--- config.mk ---
export PLATFORM = sky130hd
export DESIGN_NAME = pool_stream_flat
export DESIGN_NICKNAME = d
export VERILOG_FILES = /design/src/rtl/pool_stream_if.sv /design/src/rtl/pool_stream.sv /design/src/flat_wrapper.sv
export SDC_FILE = /design/constraint.sdc
export NUM_CORES = 1
export LEC_CHECK = 0
export CAP_MARGIN = 20
export CORE_MARGIN = 3
export CORE_UTILIZATION = 56
export CTS_BUF_LIST = sky130_fd_sc_hd__clkbuf_4
export DETAILED_ROUTE_END_ITERATION = 8
export PLACE_DENSITY_LB_ADDON = 0.08
export RECOVER_POWER = 100
export SYNTH_ARGS = -nofsm -noshare
export SYNTH_HDL_FRONTEND = slang
export SYNTH_SLANG_ARGS = --single-unit
--- constraint.sdc ---
create_clock -name clk -period 11.92 [get_ports clk]
set_input_delay 2.384 -clock clk [delete_from_list [all_inputs] [get_ports clk]]
set_output_delay 2.384 -clock clk [all_outputs]
set_load 0.1 [all_outputs]
--- src/rtl/pool_stream_if.sv ---
// Valid/ready beat bus carrying CH packed W-bit pixels.
// The upstream side has no frame marker, so only the downstream modport exposes last.
interface pool_stream_if #(
  parameter int CH = 18,
  parameter int W  = 1
);
  logic          valid;
  logic          ready;
  logic [CH*W-1:0] data;
  logic          last;

  modport master (output valid, output data, output last, input ready);
  modport slave  (input valid, input data, output ready);
endinterface

--- src/rtl/pool_stream.sv ---
// Streaming POOLxPOOL max/average pooling over raster-order pixels, all CH channels per beat.
// A line buffer of IN_W/POOL accumulators holds partial windows; one pooled beat leaves per window.
module pool_stream #(
  parameter int CH   = 18,
  parameter int W    = 1,
  parameter int IN_H = 24,
  parameter int IN_W = 24,
  parameter int POOL = 2
) (
  input  logic             clk,
  input  logic             rst,
  input  logic             mode_i,
  output logic             busy_o,
  pool_stream_if.slave     in_if,
  pool_stream_if.master    out_if
);
  localparam int LP  = $clog2(POOL);
  localparam int SH  = 2 * LP;
  localparam int A   = W + SH;
  localparam int NOC = IN_W / POOL;
  localparam int RW  = (IN_H > 1) ? $clog2(IN_H) : 1;
  localparam int CW  = (IN_W > 1) ? $clog2(IN_W) : 1;
  localparam int OW  = (NOC > 1) ? $clog2(NOC) : 1;

  function automatic logic [A-1:0] comb_fn(input logic avg, input logic [A-1:0] acc,
                                           input logic [W-1:0] pix);
    logic [A-1:0] p;
    p = A'(pix);
    if (avg) return acc + p;
    return (p > acc) ? p : acc;
  endfunction

  // Average is floor division by POOL*POOL; max already fits in W bits.
  function automatic logic [W-1:0] fin_fn(input logic avg, input logic [A-1:0] acc);
    logic [A-1:0] s;
    s = acc >> SH;
    if (avg) return s[W-1:0];
    return acc[W-1:0];
  endfunction

  logic [RW-1:0]   r_q, r_d;
  logic [CW-1:0]   c_q, c_d;
  logic            mode_q, mode_d;
  logic            busy_q, busy_d;
  logic            ov_q, ov_d;
  logic            last_q, last_d;
  logic [CH*W-1:0] od_q, od_d;
  logic [CH*A-1:0] lb_q [NOC];
  logic [CH*A-1:0] acc_nxt;
  logic [CH*W-1:0] fin;
  logic [OW-1:0]   oc;
  logic            acc, first, lastpix, win_start, win_end, avg;

  assign in_if.ready  = !ov_q || out_if.ready;
  assign acc          = in_if.valid && in_if.ready;
  assign first        = (r_q == '0) && (c_q == '0);
  assign lastpix      = (r_q == RW'(IN_H - 1)) && (c_q == CW'(IN_W - 1));
  assign win_start    = (r_q[LP-1:0] == '0) && (c_q[LP-1:0] == '0);
  assign win_end      = (&r_q[LP-1:0]) && (&c_q[LP-1:0]);
  // The opening beat of a frame already obeys the incoming mode.
  assign avg          = first ? mode_i : mode_q;
  assign oc           = OW'(c_q >> LP);

  assign out_if.valid = ov_q;
  assign out_if.data  = od_q;
  assign out_if.last  = last_q;
  assign busy_o       = busy_q;

  always_comb begin
    acc_nxt = '0;
    fin     = '0;
    for (int k = 0; k < CH; k++) begin
      acc_nxt[k*A +: A] = win_start ? A'(in_if.data[k*W +: W])
                                    : comb_fn(avg, lb_q[oc][k*A +: A], in_if.data[k*W +: W]);
      fin[k*W +: W]     = fin_fn(avg, acc_nxt[k*A +: A]);
    end
  end

  always_comb begin
    r_d    = r_q;
    c_d    = c_q;
    mode_d = mode_q;
    busy_d = busy_q;
    ov_d   = ov_q && !out_if.ready;
    last_d = last_q && ov_d;
    od_d   = od_q;
    if (acc) begin
      if (c_q == CW'(IN_W - 1)) begin
        c_d = '0;
        r_d = (r_q == RW'(IN_H - 1)) ? '0 : r_q + 1'b1;
      end else begin
        c_d = c_q + 1'b1;
      end
      if (first) mode_d = mode_i;
      if (lastpix) busy_d = 1'b0;
      if (first) busy_d = 1'b1;
      if (win_end) begin
        ov_d   = 1'b1;
        od_d   = fin;
        last_d = lastpix;
      end
    end
  end

  always_ff @(posedge clk) begin
    if (rst) begin
      r_q    <= '0;
      c_q    <= '0;
      mode_q <= 1'b0;
      busy_q <= 1'b0;
      ov_q   <= 1'b0;
      last_q <= 1'b0;
      od_q   <= '0;
    end else begin
      r_q    <= r_d;
      c_q    <= c_d;
      mode_q <= mode_d;
      busy_q <= busy_d;
      ov_q   <= ov_d;
      last_q <= last_d;
      od_q   <= od_d;
    end
  end

  // Window accumulators: contents are meaningless after reset, so no reset here.
  always_ff @(posedge clk) begin
    if (acc) lb_q[oc] <= acc_nxt;
  end
endmodule

--- src/flat_wrapper.sv ---
// flat-port wrapper written by rule: the top's interface ports become plain ports
module pool_stream_flat 
#(
  parameter int CH   = 18,
  parameter int W    = 1,
  parameter int IN_H = 24,
  parameter int IN_W = 24,
  parameter int POOL = 2
)
  (clk, rst, mode_i, busy_o, in_if_valid, in_if_data, in_if_ready, out_if_valid, out_if_data, out_if_last, out_if_ready);
  pool_stream_if #(.CH(CH), .W(W)) in_if_i ();
  pool_stream_if #(.CH(CH), .W(W)) out_if_i ();
  input  logic clk;
  input  logic rst;
  input  logic mode_i;
  output logic busy_o;
  input wire logic [$bits(in_if_i.valid)-1:0] in_if_valid;
  input wire logic [$bits(in_if_i.data)-1:0] in_if_data;
  output wire logic [$bits(in_if_i.ready)-1:0] in_if_ready;
  output wire logic [$bits(out_if_i.valid)-1:0] out_if_valid;
  output wire logic [$bits(out_if_i.data)-1:0] out_if_data;
  output wire logic [$bits(out_if_i.last)-1:0] out_if_last;
  input wire logic [$bits(out_if_i.ready)-1:0] out_if_ready;
  assign in_if_i.valid = in_if_valid;
  assign in_if_i.data = in_if_data;
  assign in_if_ready = in_if_i.ready;
  assign out_if_valid = out_if_i.valid;
  assign out_if_data = out_if_i.data;
  assign out_if_last = out_if_i.last;
  assign out_if_i.ready = out_if_ready;
  pool_stream #(.CH(CH), .W(W), .IN_H(IN_H), .IN_W(IN_W), .POOL(POOL)) u_core (.clk(clk), .rst(rst), .mode_i(mode_i), .busy_o(busy_o), .in_if(in_if_i), .out_if(out_if_i));
endmodule
==> impl_metrics.env <==
export IMPL_p_comb_share_pct=7.6
export IMPL_p_per_area_mw_per_mm2=155
export IMPL_drc_errors=0
export IMPL_tightest_slew_ns=4.22
export IMPL_synth_flop_cell="edfxtp_1"
export IMPL_synthTopCellsByArea="edfxtp_1, mux4_2, mux2_2"
export IMPL_core_region_area_sq_mm=0.0517
export IMPL_die_h_um=235
export IMPL_utilization_pct=63.3
export IMPL_fin_crit_sh_pct=69.9
export IMPL_final_max_slew_viol_count=668
export IMPL_synth_edf_count=648
export IMPL_clock_skew_final_ns=0.0473
export IMPL_wl_per_cell_um=25.8
export IMPL_endpoint_kind="flop"
export IMPL_dp_hpwl_um=37000
export IMPL_power_frac_clock_pct=39.1
export IMPL_max_freq_mhz=120
export IMPL_ios=45
export IMPL_p_int_mw=3.90
export IMPL_max_cap_violations=20
export IMPL_yosys_warnings=0
export IMPL_swShare_pct=23.1
export IMPL_final_layout_size_suffix_gt1_share_pct=25.6
export IMPL_wl_um=71800
export IMPL_synth_cell_area_sq_mm=0.0295
export IMPL_crit_required_ns=12.55
export IMPL_grt_pass1_vias=17400
export IMPL_antenna_found_initial=2
export IMPL_cts_buffer_depth=3
export IMPL_synth_nets=1857
export IMPL_worst_r2r_setup_slack_ns=3.59
export IMPL_status="finished with violations"
export IMPL_cts_sinks=684
export IMPL_syn2layout_area_growth_pct=11.1
export IMPL_ys_async_sr_fraction_pct=0
export IMPL_ys_ff_latch=684
export IMPL_hold_path_class="flop to flop"
export IMPL_netlist_area_leader_share_pct=66.0
export IMPL_grt_ovfl_total=0
export IMPL_cts_resized_gates=0
export IMPL_clock_latency_ns=1.00
export IMPL_start_util_pct=57.0
export IMPL_tns_ns=0
export IMPL_ctsHtreeMaxLevel=4
export IMPL_ys_seq_area_share_pct=68.5
export IMPL_track_usage_pct=26.0
export IMPL_ant_nets=0
export IMPL_yosysUniqueCellTypes=58
export IMPL_irDropWorstVdd_mv=0.0862
export IMPL_yosysTopAreaCell="edfxtp_1"
export IMPL_power_frac_seq_pct=53.2
export IMPL_clk_pin_slew_ns=0.06
export IMPL_nets=2053
export IMPL_cp_arrival_ns=8.95
export IMPL_grt_max_degree=125
export IMPL_vias=17300
export IMPL_synth_common_cells="edfxtp_1, mux2_2, nand2_1"
export IMPL_cts_tree="done"
export IMPL_relSlewSlack_pct=-182
export IMPL_finalHoldViolCount=0
export IMPL_die_area_sq_mm=0.0554
export IMPL_post_cts_setup_buffers=0
export IMPL_p_sw_mw=1.17
export IMPL_p_leak_nw=11.0
export IMPL_violations="max-capacitance violations, max-slew violations"
export IMPL_gp_congestion=0.780
export IMPL_startpoint_type="flop"
export IMPL_die_x_um=235
export IMPL_synth_most_common_cell="edfxtp_1"
export IMPL_numCtsBuffers=171
export IMPL_syn_avg_cell_area_sq_um=16.6
export IMPL_row_count=83
export IMPL_grt_setup_unrepaired="no"
export IMPL_drt_iter0_markers=1651
export IMPL_crit_type="flop to flop"
export IMPL_post_route_min_period_ns=8.33
export IMPL_avgViaCountPerCell=6.21
export IMPL_drt_pass1_iter_count=8
export IMPL_ctsHoldBuffers=0
export IMPL_setup_viol=0
export IMPL_netlist_instances=1776
export IMPL_grt_first_pass_wirelength_um=106000
export IMPL_crit_path_max_fanout=37
export IMPL_port_buffers=44
export IMPL_root_buffer="clkbuf_4"
## cells in the final DEF, fill, tap and decap left out, types with 5 or more instances in the layout
cell / instances
clkdlybuf4s50_1: 20
nand4_1: 20
o21ai_0: 19
mux2_4: 33
a211oi_1: 37
inv_2: 6
clkinv_1: 25
and3_1: 47
and3_2: 9
mux2_1: 5
nand3_1: 23
dfxtp_1: 32
ha_1: 58
edfxtp_1: 648
o211ai_1: 18
nand2_1: 80
buf_4: 19
nor3_1: 25
clkbuf_4: 261
nor4_1: 18
a21oi_1: 56
nor2_1: 69
o31a_1: 32
dlygate4sd3_1: 23
a22o_1: 18
mux2i_1: 58
o22ai_1: 37
inv_1: 59
a311oi_1: 18
mux2_2: 106
mux4_2: 72
clkbuf_1: 58
a222oi_1: 36
## critical path, cell delays in order (launching register included)
cell and delay, ns:
dfxtp_4 0.47, buf_4 0.73, clkbuf_1 2.53, nand2_1 1.95
o22ai_1 0.52, o31a_1 0.31, inv_1 0.11, ha_1 0.24
and3_1 0.15, nor3_1 0.90
## state kept, by name, indices dropped and copies added (netlist names), named ones only
| name | cells |
|---|---|
| u_core.busy_o | 1 |
| u_core.c_q | 5 |
| u_core.lb_q | 648 |
| u_core.mode_q | 1 |
| u_core.out_if.data | 18 |
| u_core.out_if.last | 1 |
| u_core.out_if.valid | 1 |
| u_core.r_q | 5 |
## power groups by stage
stage               logic [mW]  clock network, mW  registers, mW
floorplan                0.263                  0           2.75
global placement         0.362                  0           2.75
detailed placement       0.375                  0           2.75
CTS                      0.377               2.03           2.70
global route             0.425               2.16           2.70
finish                   0.386               1.98           2.70
## through the flow
step	cell area (sq um)	instances	power (mW)	setup WS [ns]	hold WS, ns
after detailed placement	30500	2440	3.13	5.35	0.488
after CTS	32700	2741	5.11	5.34	0.497
after global placement	30500	2439	3.11	5.34	0.480
final	32700	2782	5.07	3.59	0.493
after global routing	32700	2781	5.29	2.65	0.530
after floorplan	29500	1776	3.01	3.54	0.457
## worst paths after layout
check,from,end,cells after the start
setup / recovery,flop,u_core.lb_q[4][35],9
hold reg to reg,u_core.busy_o,u_core.busy_o,2
setup reg to reg,flop,u_core.lb_q[4][35],9
hold / removal,u_core.busy_o,u_core.busy_o,2
## final cells by class
class	count	area, sq um
Antenna cell	2	5.00
Clock buffer	261	1960
Multi-Input combinational cell	934	8420
Timing Repair Buffer	122	816
Tap cell	680	851
Inverter	59	221
Fill cell	3894	19000
Sequential cell	684	20200
Clock inverter	40	269
## per-layer routing
layer  global-route usage [%]  routed length, um  vias up
met5                        0                  0        -
met3                     5.55               4540      115
met4                     9.79               1850        0
met2                     42.8              35800      652
li1                         -                  -     7697
met1                     34.2              29600     8817
## cells by family (layout without fill, tap and decap cells)
| family | after synthesis | count (layout) | synth area share, % |
|---|---|---|---|
| xor+xnor | 5 | 5 | 0.149 |
| fa+ha+maj | 58 | 58 | 2.46 |
| buf+inv | 158 | 482 | 3.05 |
| compound gates | 278 | 278 | 6.92 |
| other cells | 0 | 2 | 0 |
| mux | 274 | 274 | 13.4 |
| flops | 684 | 684 | 68.5 |
| simple gates | 319 | 319 | 5.53 |
Note: power is estimated with default switching activity, not from simulation.
